`src/rtl/vblank_update_scheduler_pkg.sv`:
```
// Shared defaults and FSM encoding for the vertical-blanking update scheduler.
package vblank_update_scheduler_pkg;

  localparam int H_VIDEO_DEF     = 640;
  localparam int V_VIDEO_DEF     = 480;
  localparam int N_CLIENTS_DEF   = 4;
  localparam int TIMEOUT_CYC_DEF = 4096;

  typedef enum logic [1:0] {
    ST_IDLE  = 2'd0,
    ST_SCAN  = 2'd1,
    ST_GRANT = 2'd2
  } sched_state_e;

endpackage

```
`src/rtl/vblank_update_scheduler_prio_pick.sv`:
```
// Combinational lowest-set-bit picker: one-hot of the winning request plus its binary index.
module prio_pick #(
  parameter int N  = 4,
  parameter int IW = (N > 1) ? $clog2(N) : 1
) (
  input  logic [N-1:0]  req,
  output logic [N-1:0]  onehot,
  output logic [IW-1:0] idx,
  output logic          valid
);

  // Walk from the top so the lowest set bit is the last (winning) assignment.
  always_comb begin
    onehot = '0;
    idx    = '0;
    valid  = 1'b0;
    for (int i = N - 1; i >= 0; i--) begin
      if (req[i]) begin
        onehot    = '0;
        onehot[i] = 1'b1;
        idx       = IW'(i);
        valid     = 1'b1;
      end
    end
  end

endmodule

```
`src/rtl/vblank_update_scheduler.sv`:
```
// Grants game-state update clients one at a time, in fixed priority, only during vertical blanking,
// with per-client timeout and overrun detection so renderers never see mid-frame state changes.
module vblank_update_scheduler
  import vblank_update_scheduler_pkg::*;
#(
  parameter int H_VIDEO     = H_VIDEO_DEF,
  parameter int V_VIDEO     = V_VIDEO_DEF,
  parameter int N_CLIENTS   = N_CLIENTS_DEF,
  parameter int TIMEOUT_CYC = TIMEOUT_CYC_DEF
) (
  input  logic                 clk,
  input  logic                 rst,
  input  logic [9:0]           pixel_x,
  input  logic [9:0]           pixel_y,
  input  logic [N_CLIENTS-1:0] client_req,
  input  logic [N_CLIENTS-1:0] client_done,
  output logic [N_CLIENTS-1:0] client_grant,
  output logic                 frame_tick,
  output logic                 sched_busy,
  output logic                 timeout_err,
  output logic                 overrun_err,
  output logic [15:0]          frame_count
);

  localparam int IW = (N_CLIENTS > 1) ? $clog2(N_CLIENTS) : 1;
  localparam int TW = $clog2(TIMEOUT_CYC);

  if (H_VIDEO < 1 || H_VIDEO > 1024) begin : g_bad_h
    $error("H_VIDEO must fit the 10-bit pixel_x range");
  end
  if (V_VIDEO < 1 || V_VIDEO > 1023) begin : g_bad_v
    $error("V_VIDEO must fit the 10-bit pixel_y range and be nonzero");
  end
  if (TIMEOUT_CYC < 2) begin : g_bad_t
    $error("TIMEOUT_CYC must be at least 2");
  end

  sched_state_e         state, state_next;
  logic [N_CLIENTS-1:0] pending, pending_next;
  logic [N_CLIENTS-1:0] remaining;
  logic [N_CLIENTS-1:0] cur_onehot;
  logic [IW-1:0]        cur_idx, cur_idx_next;
  logic [TW-1:0]        timer, timer_next;
  logic                 set_timeout, set_overrun;
  logic                 done_hit, timer_hit;

  logic [N_CLIENTS-1:0] pick_onehot;
  logic [IW-1:0]        pick_idx;
  logic                 pick_valid;

  logic vblank_start, vblank_end;

  assign vblank_start = (pixel_y == 10'(V_VIDEO)) && (pixel_x == 10'd0);
  assign vblank_end   = (pixel_y == 10'd0) && (pixel_x == 10'd0);

  prio_pick #(
    .N  (N_CLIENTS),
    .IW (IW)
  ) u_pick (
    .req    (pending),
    .onehot (pick_onehot),
    .idx    (pick_idx),
    .valid  (pick_valid)
  );

  assign cur_onehot = N_CLIENTS'(1) << cur_idx;
  assign done_hit   = |(client_done & cur_onehot);
  assign timer_hit  = (timer == TW'(TIMEOUT_CYC - 1));

  // Blanking boundaries take precedence over handshake events; done beats a simultaneous timeout.
  always_comb begin
    state_next   = state;
    pending_next = pending;
    cur_idx_next = cur_idx;
    timer_next   = timer;
    set_timeout  = 1'b0;
    set_overrun  = 1'b0;
    remaining    = pending & ~(done_hit ? cur_onehot : '0);
    client_grant = '0;
    sched_busy   = (state != ST_IDLE);

    case (state)
      ST_IDLE: begin
        if (vblank_start) begin
          state_next   = ST_SCAN;
          pending_next = client_req;
        end
      end
      ST_SCAN: begin
        if (vblank_start) begin
          set_overrun  = 1'b1;
          pending_next = client_req;
        end else if (vblank_end) begin
          state_next   = ST_IDLE;
          pending_next = '0;
          set_overrun  = |pending;
        end else if (pick_valid) begin
          state_next   = ST_GRANT;
          cur_idx_next = pick_idx;
          timer_next   = '0;
        end else begin
          state_next = ST_IDLE;
        end
      end
      ST_GRANT: begin
        client_grant = cur_onehot;
        if (vblank_start) begin
          set_overrun  = 1'b1;
          state_next   = ST_SCAN;
          pending_next = client_req;
        end else if (vblank_end) begin
          state_next   = ST_IDLE;
          pending_next = '0;
          set_overrun  = !done_hit || (|remaining);
        end else if (done_hit) begin
          state_next   = ST_SCAN;
          pending_next = remaining;
        end else if (timer_hit) begin
          state_next   = ST_SCAN;
          pending_next = pending & ~cur_onehot;
          set_timeout  = 1'b1;
        end else begin
          timer_next = timer + TW'(1);
        end
      end
      default: begin
        state_next   = ST_IDLE;
        pending_next = '0;
      end
    endcase
  end

  always_ff @(posedge clk or negedge rst) begin
    if (!rst) begin
      state   <= ST_IDLE;
      pending <= '0;
      cur_idx <= '0;
      timer   <= '0;
    end else begin
      state   <= state_next;
      pending <= pending_next;
      cur_idx <= cur_idx_next;
      timer   <= timer_next;
    end
  end

  // Frame bookkeeping and sticky error flags; errors clear only through reset.
  always_ff @(posedge clk or negedge rst) begin
    if (!rst) begin
      frame_tick  <= 1'b0;
      frame_count <= '0;
      timeout_err <= 1'b0;
      overrun_err <= 1'b0;
    end else begin
      frame_tick  <= vblank_start;
      frame_count <= frame_count + {15'd0, vblank_start};
      if (set_timeout) timeout_err <= 1'b1;
      if (set_overrun) overrun_err <= 1'b1;
    end
  end

endmodule
```
`config.mk`:
```
export PLATFORM = sky130hd
export DESIGN_NAME = vblank_update_scheduler
export DESIGN_NICKNAME = d
export VERILOG_FILES = /design/src/rtl/vblank_update_scheduler_pkg.sv /design/src/rtl/vblank_update_scheduler_prio_pick.sv /design/src/rtl/vblank_update_scheduler.sv
export SDC_FILE = /design/constraint.sdc
export NUM_CORES = 1
export LEC_CHECK = 0
export ABC_AREA = 1
export CAP_MARGIN = 10
export CORE_ASPECT_RATIO = 1.2
export CORE_MARGIN = 4
export CORE_UTILIZATION = 54
export CTS_CLUSTER_DIAMETER = 80
export CTS_CLUSTER_SIZE = 24
export DETAILED_ROUTE_END_ITERATION = 16
export PLACE_DENSITY = 0.93
export SLEW_MARGIN = 20
export SYNTH_ARGS = -nofsm -noshare
export SYNTH_HDL_FRONTEND = slang
export SYNTH_SLANG_ARGS = --single-unit
export TNS_END_PERCENT = 100
```
`constraint.sdc`:
```
create_clock -name clk -period 4.7 [get_ports clk]
set_input_delay 0.47 -clock clk [delete_from_list [all_inputs] [get_ports clk]]
set_output_delay 0.47 -clock clk [all_outputs]
set_load 0.01 [all_outputs]
```
Yosys cells after proc, flatten, opt, wreduce, memory -nomap -nowiden
Cells that the tools add are included.
Widths: inputs -> output; s select.
Storage, ports and cells
  bits in registers: 39
  latch bits: 0
  RAM bits: 0
  bits in read-only memories: 0
  input port bits: 30
  output and inout port bits: 24
  logic and storage cells: 93
  memories: 0
Cells by class
  add/sub/neg operators: 2
  multipliers: 0
  divide/modulo/power cells: 0
  $lt $le $gt $ge: 0
  equal/unequal tests: 14
  shift operators: 1
  muxes and demuxes: 45
  bitwise logic cells: 7
  reduce and logical (&&, ||, !) cells: 16
Operator list (count)
  $mux 12: 7
  $mux 4: 9
  $mux 2: 12
  $pmux 12 s2: 1
  $logic_not 10->1: 2
  $add 16x1->16: 1
  $ne 2x2->1 const B: 8
  $mux 1: 13
  $add 12x1->12 const B: 1
  $and 4x4->4: 3
  $eq 12x12->1 const B: 1
  $pmux 4 s3: 1
  $reduce_or 4->1: 3
  $eq 10x9->1 const B: 1
  $not 4->4: 2
  $reduce_and 8->1: 1
  $pmux 2 s3: 1
  $reduce_and 3->1: 2
  $ne 5x5->1 const B: 1
  $reduce_and 4->1: 1
  $reduce_bool 2->1: 2
  $shl 1x2->4 const A: 1
  $ne 3x3->1 const B: 1
  $eq 2x1->1 const B: 1
  other kinds (7): 9

Depth between registers and ports, before layout
Gate-level depths: netlist of the first run.
  word-level depth: 11
  gate-level depth with buffers: 15
  depth with buffers taken out: 15

Modules after synthesis
Synthesis of the first run repeated with hierarchy kept, for this count alone.
Second synthesis, totals
  cell total of the unflattened synthesis: 315
  area, all modules: 2546.2 µm²
Modules (own cells, without submodules)
  vblank_update_scheduler: times used 1, cells each 300, area each 2481.1 µm², sequential area each 975.9 µm²
  prio_pick: times used 1, cells each 15, area each 65.1 µm², sequential area each 0.0 µm²

Worst setup path after synthesis of the first run
No wires, ideal clock.
  path kind: input to register
  from: in pixel_x[3]
  to: reg frame_count[14]
  setup time: 125 ps
  arrival time: 2285 ps
  required time: 4575 ps
  slack: 2290 ps
  cell stages on the path: 14
  buffers on the path: 0
  path through: nor2_1 -> nand3_1 -> nor2_1 -> nand2_1 -> inv_2 -> ha_1 -> ha_1 -> nand3_1 -> nor2_2 -> nand3_1 -> nand3b_1 -> nor2_1 -> nand2_1 -> xnor2_1
On the way
  longest elaborated chain between the ends: 3
Ends and longest elaborated chain
  from (decl): RTL line vblank_update_scheduler.sv:13  | input logic [9:0] pixel_x,
  $logic_not 10->1: RTL line vblank_update_scheduler.sv:53  | assign vblank_start = (pixel_y == 10'(V_VIDEO)) && (pixel_x == 10'd0);
  $logic_and 1x1->1: RTL line vblank_update_scheduler.sv:53
  net vblank_start: RTL line vblank_update_scheduler.sv:51  | logic vblank_start, vblank_end;
  $add 16x1->16: RTL line vblank_update_scheduler.sv:156  | frame_count <= frame_count + {15'd0, vblank_start};
  to (signal assigned): RTL line vblank_update_scheduler.sv:156
  to (decl): RTL line vblank_update_scheduler.sv:22  | output logic [15:0] frame_count
The timed path passes the listed nets, and every way through them passes these cells.
A chain may end at the register's enable or synchronous reset.

Worst setup path in the final report of the first run
  from: in pixel_y[8]
  to: reg frame_count[14]
On the way
  longest elaborated chain between the ends: 3
Ends and longest elaborated chain
  from (decl): RTL line vblank_update_scheduler.sv:14  | input logic [9:0] pixel_y,
  $eq 10x9->1: RTL line vblank_update_scheduler.sv:53
  $logic_and 1x1->1: RTL line vblank_update_scheduler.sv:53
  net vblank_start: RTL line vblank_update_scheduler.sv:51
  $add 16x1->16: RTL line vblank_update_scheduler.sv:156
The timed path passes the listed nets, and every way through them passes these cells.

==> impl_metrics.toml, run 1 <==
[critical_path]
cp_slowest_stage_delay_ns = 0.48
r2r_start = "state[0]$_DFFE_PN0P_"
slowest_stage = "clkdlybuf4s50_1"
path_cells = "clkdlybuf4s50_1, inv_1, nor2_1, nand3_1, nor2_1, nand2_1, inv_2, ha_1, ha_1, nand3_1, nor2_2, nand3_1, nand3b_1, nor2_1, nand2_1, xnor2_1"
crit_required_ns = 4.88
end_kind = "flop"
crit_buf_inv = 3
crit_family = "simple AND/OR/NAND/NOR gates"
cp.arrival_ns = 3.11
worstPathMaxFanout = 9
cp-startpoint = "pixel_y[8]"
worstSetupPathType = "in2reg"
start_kind = "input port"

[hold_path]
hold_path.class = "in2async"

[synth]
synth_flop_cell = "dfrtp_1"
yosys-top-cells-area = "dfrtp_1 (41%), nand2_1 (12%), nor2_1 (6.4%)"
syn-num-nets = 342
synth_cell_type_count = 32
syn_avg_cell_area_um2 = 7.86
yosysSeqAreaShare = 0.407
synthArstFlopShare = 1.00
yosysWarnings = 0
synth-edff-count = 0
synth.most_common_cell = "nand2_1"
synth.cell_area_um2 = 2400
synth_top_area_cell = "dfrtp_1"
yosysTopAreaCellShare = 0.407
syn_inst = 305
synth_commonest_cells = "nand2_1 (76), nor2_1 (41), dfrtp_1 (39)"
ys_ff_latch = 39

[timing]
period_needed_ns = 2.93
rsz0062_at_grt = "false"
setup_tns_ns = 0
fmax_ghz = 0.342
setup_violations = 0
final_hold_viol_count = 0
relSlewSlack = 0.433
tightest_slew_ns = 0.851
fin_crit_sh = 0.623
slew_viol_final = 0
fin_worst_skew_ns = 0.00310

[place]
place_hpwl_um = 4200
port-buffer-count = 53
gp_congestion = 0.921

[power_and_ir_drop]
peakVddDrop_uv = 326
p_per_area_nw_per_um2 = 345
p_total_mw = 1.05
leakage_nw = 1.38

[finish]
multi_input_area_um2 = 1270
n_antenna_cell = 0
layout-drive-gt1-share = 0.106
seq_area_um2 = 976
final_nets = 395
fillers = 305
syn_to_final_growth_pct = 26.4

[clocking]
cts_tree = "built"
clkLatencyLatePin_ns = 0.29
clockBufferDepth = 2
htree_levels = 2
cts_sinks = 39
cts.hold.buffers_added = 0
path_clk_slew_ns = 0.08
cts_buffers = 5
cts_setup_buffers = 0
clock_tree.root_cell = "clkbuf_8"
cts.repair.resized = 0

[grt]
grt_pass1_vias = 2111
grt_pass1_wl_um = 9140
grt_start_max_net_pins = 40
antenna_found_initial = 0
grtUsageTotal = 0.215
overflow = 0

[floorplan]
fp.dieH_um = 81.0
die_w_um = 68.8
rows = 26
initial_core_util = 0.563
ioPinCount = 54
dieArea_um2 = 5580
coreArea_um2 = 4260

[drt]
drt-initial-drc-count = 104
vias_per_cell = 5.27
drt_pre_antenna_iters = 4
via_count = 2188
final_antenna_net_count = 0
routed_wl_um = 5430
drcViolationCount = 0
wire_per_inst_um = 13.1

[status]
run_status = "finished clean"

[job]
maxCapViolCount = 0
[state kept, by name, indices dropped and copies added (netlist names)]
register,count
frame_tick,1
frame_count,16
cur_idx,2
pending,4
timer,12
overrun_err,1
timeout_err,1
state,2
[layer usage]
metal	GRT usage	wire, um	vias to the layer above
met5	0	0	-
met1	0.242	2040	1026
met2	0.376	2990	58
li1	-	-	1079
met3	0.0415	171	25
met4	0.113	241	0
[path summary, 6_finish.rpt]
check	slack [ns]	endpoint	depth (start not counted)
max	1.77	frame_count[14]$_DFF_PN0_	16
min	0.28	cur_idx[1]$_DFFE_PN0P_	1
max reg2reg	2.69	timer[0]$_DFFE_PN0P_	8
min reg2reg	0.49	overrun_err$_DFFE_PN0P_	1
max in group asynchronous	3.89	frame_count[14]$_DFF_PN0_	1
min in group clk	0.49	overrun_err$_DFFE_PN0P_	1
[layout make-up]
class	instances	area share
clock buffer	5	0.0227
timing repair buffer	53	0.173
sequential	39	0.322
multi-input combinational	232	0.419
tap	56	0.0231
inverter	27	0.0334
clock inverter	3	0.00660
[cell families after synthesis]
kind of cell | count (synthesis) | share of synthesized area
compound gates | 25 | 0.0767
simple gates | 178 | 0.336
fa+ha+maj | 7 | 0.0365
buf+inv | 34 | 0.0631
flops | 39 | 0.407
xor+xnor | 22 | 0.0803
[cell usage in the layout (no fill, tap or decap)]
| master | synthesis | routed |
|---|---|---|
| clkbuf_8 | 0 | 5 |
| clkdlybuf4s50_1 | 0 | 52 |
| clkinvlp_4 | 0 | 2 |
| nor2_2 | 3 | 3 |
| or2_1 | 10 | 10 |
| nor2_4 | 1 | 1 |
| o21bai_1 | 1 | 1 |
| dfrtp_1 | 39 | 39 |
| o21ai_1 | 1 | 1 |
| nand2_2 | 1 | 1 |
| nand3_2 | 1 | 1 |
| nand3b_1 | 2 | 2 |
| buf_2 | 1 | 1 |
| o211ai_1 | 1 | 1 |
| nor3b_2 | 1 | 1 |
| a31o_1 | 1 | 1 |
| nand4_1 | 8 | 8 |
| o21ai_0 | 2 | 2 |
| inv_1 | 19 | 19 |
| inv_2 | 8 | 8 |
| xor2_1 | 14 | 14 |
| ha_1 | 7 | 7 |
| clkinv_2 | 0 | 1 |
| nor3_1 | 6 | 6 |
| o21ai_2 | 12 | 12 |
| nand2_1 | 76 | 76 |
| nand2_4 | 1 | 1 |
| nand3_1 | 26 | 26 |
| xnor2_1 | 8 | 8 |
| nor3_2 | 1 | 1 |
| nor2_1 | 41 | 41 |
| a21oi_1 | 5 | 5 |
| a21boi_0 | 2 | 2 |
[power breakdown]
| part | total, mW | switching (mW) | internal (mW) |
|---|---|---|---|
| clock | 0.224 | 0.121 | 0.103 |
| sequential | 0.408 | 0.0419 | 0.366 |
| combinational | 0.414 | 0.268 | 0.146 |
[stage by stage]
step,utilization,worst slack [ns],instances,cell area (um^2),hold WS (ns)
2_1_floorplan,-,2.29,305,2400,0.174
3_3_place_gp,0.691,1.68,407,2940,0.460
3_5_place_dp,0.691,1.49,407,2940,0.469
4_1_cts,0.712,1.78,415,3030,0.322
5_1_grt,0.712,1.49,415,3030,0.355
6_report,0.712,1.77,415,3030,0.281
No activity file was read; power rests on OpenSTA's default activity.
==> run 2, diff against run 1 <==
CORE_UTILIZATION = 51   (was 54)
PLACE_DENSITY = 0.89   (was 0.93)
clock period = 2.7 ns   (was 4.7 ns; I/O delays follow)
==> run 2 against run 1 <==
  * Setup slack worse by 1.5 ns
  * Critical path depth unchanged
  * Die area up 5.2%
  * Hold slack worse by 0.21 ns
  * Non-clock buffer count up 5
  * Clock power up 120%
  * Register-to-register slack worse by 1.9 ns
  * Final cell count up 1.7%
==> impl_metrics.toml, run 2 (synthesis gave the netlist of run 1 again) <==
[status]
run_status = "finished clean"

[power_and_ir_drop]
leakage_nw = 1.42
net-switching-power_mw = 0.749
cellInternalPower_mw = 1.17
combPwrFrac = 0.374
pwr-share-seq = 0.371
peakVddDrop_uv = 525
p_clk_frac = 0.255
switching_share = 0.390
p_per_area_nw_per_um2 = 620

[clocking]
cts_sinks = 39
path_clk_slew_ns = 0.08
cts_setup_buffers = 0
cts_buffers = 5
clockBufferDepth = 2
htree_levels = 2
cts.hold.buffers_added = 0
clkLatencyLatePin_ns = 0.30
cts_tree = "built"
clock_tree.root_cell = "clkbuf_8"
cts.repair.resized = 0

[grt]
antenna_found_initial = 0
grt_pass1_vias = 2074
grt_start_max_net_pins = 40
overflow = 0
grt_pass1_wl_um = 8850
grtUsageTotal = 0.186

[floorplan]
initial_core_util = 0.526
coreArea_um2 = 4560
fp.dieH_um = 83.1
dieArea_um2 = 5870
rows = 27
ioPinCount = 54
die_w_um = 70.6

[finish]
n_antenna_cell = 0
final_cell_mix = "nand2_1 (76), clkdlybuf4s50_1 (52), nor2_1 (41), dfrtp_1 (39), nand3_1 (26)"
final_nets = 400
syn_to_final_growth_pct = 29.1
largest_register = "frame_count"
layout-drive-gt1-share = 0.118
top_regs = "frame_count (16), timer (12), pending (4)"
largest_register_ffs = 16
final_common_cell = "nand2_1"

[timing]
relSlewSlack = 0.438
final_hold_viol_count = 0
rsz0062_at_grt = "false"
tightest_slew_ns = 0.843
fin_worst_skew_ns = 0.0113
fin_hold_ws_ns = 0.0704
setup_violations = 0
slew_viol_final = 0
setup_tns_ns = 0
fmax_ghz = 0.407
fin_crit_sh = 0.910
period_needed_ns = 2.46

[critical_path]
worstPathMaxFanout = 2
crit_required_ns = 2.89
end_kind = "flop"
start_kind = "input port"
slowest_stage = "clkdlybuf4s50_1"
cp_slowest_stage_delay_ns = 0.49
path_cells = "clkdlybuf4s50_1, inv_1, nor2_1, nand3_1, nor2_1, nand2_1, inv_2, ha_1, ha_1, nand3_1, nor2_2, nand3_1, nand3b_1, nor2_1, nand2_1, xnor2_1"
worstSetupPathType = "in2reg"
cp.arrival_ns = 2.65

[drt]
via_count = 2132
drt_pre_antenna_iters = 4
wire_per_inst_um = 12.6
drt-initial-drc-count = 101
drcViolationCount = 0
final_antenna_net_count = 0
routed_wl_um = 5340
vias_per_cell = 5.05

[place]
port-buffer-count = 53
gp_congestion = 0.895
place_hpwl_um = 4110

[job]
maxCapViolCount = 0

[hold_path]
hold_path.class = "in2async"
## run 2: cell type report
class	instances	area, um^2
clock buffers	5	68.8
clock inverters	3	43.8
fillers	372	1460
inverters	27	101
multi-input cells	232	1270
flip-flops and latches	39	976
well taps	58	72.6
repair buffers	58	563
## run 2: worst paths after layout
check	depth (start not counted)	start	endpoint	slack (ns)
worst max register to register	9	timer[0]$_DFFE_PN0P_	timer[9]$_DFFE_PN0P_	0.77
max in group asynchronous	1	rst	pending[3]$_DFFE_PN0P_	2.09
worst max-delay path	16	pixel_y[5]	frame_count[14]$_DFF_PN0_	0.24
worst min register to register	1	frame_count[15]$_DFF_PN0_	frame_count[15]$_DFF_PN0_	0.48
worst min-delay path	1	rst	frame_count[13]$_DFF_PN0_	0.07
min in group clk	1	frame_count[15]$_DFF_PN0_	frame_count[15]$_DFF_PN0_	0.48
## run 2: layer usage
| metal | part of all wire | track usage |
|---|---|---|
| met1 | 0.39 | 0.202 |
| met2 | 0.55 | 0.337 |
| met3 | 0.032 | 0.0436 |
| met4 | 0.025 | 0.0838 |
| met5 | 0 | 0 |
## run 2: worst max-delay path: cells and delay by family
| family | cells | cell delay (ns) |
|---|---|---|
| adders and majority gates | 2 | 0.37 |
| xor gates and xnor gates | 1 | 0.12 |
| and+or+nand+nor | 10 | 1.28 |
| buffers and inverters | 3 | 0.59 |
## run 2: power by group through the flow
stage	Sequential, mW	Combinational [mW]	Clock, mW
after CTS	0.711	0.723	0.488
after detailed placement	0.722	0.719	0
after floorplan	0.686	0.610	0
after global placement	0.719	0.695	0
final	0.712	0.718	0.489
after global routing	0.722	0.816	0.515
## run 2: metrics by stage
stage	utilization	instance area [um^2]	worst slack, ns	power (mW)	std cells
after detailed placement	0.654	2980	-0.105	1.44	414
after global placement	0.654	2980	0.110	1.41	414
after floorplan	-	2400	0.490	1.30	305
after global routing	0.679	3100	0.00811	2.05	422
final	0.679	3100	0.243	1.92	422
after CTS	0.679	3100	0.211	1.92	422
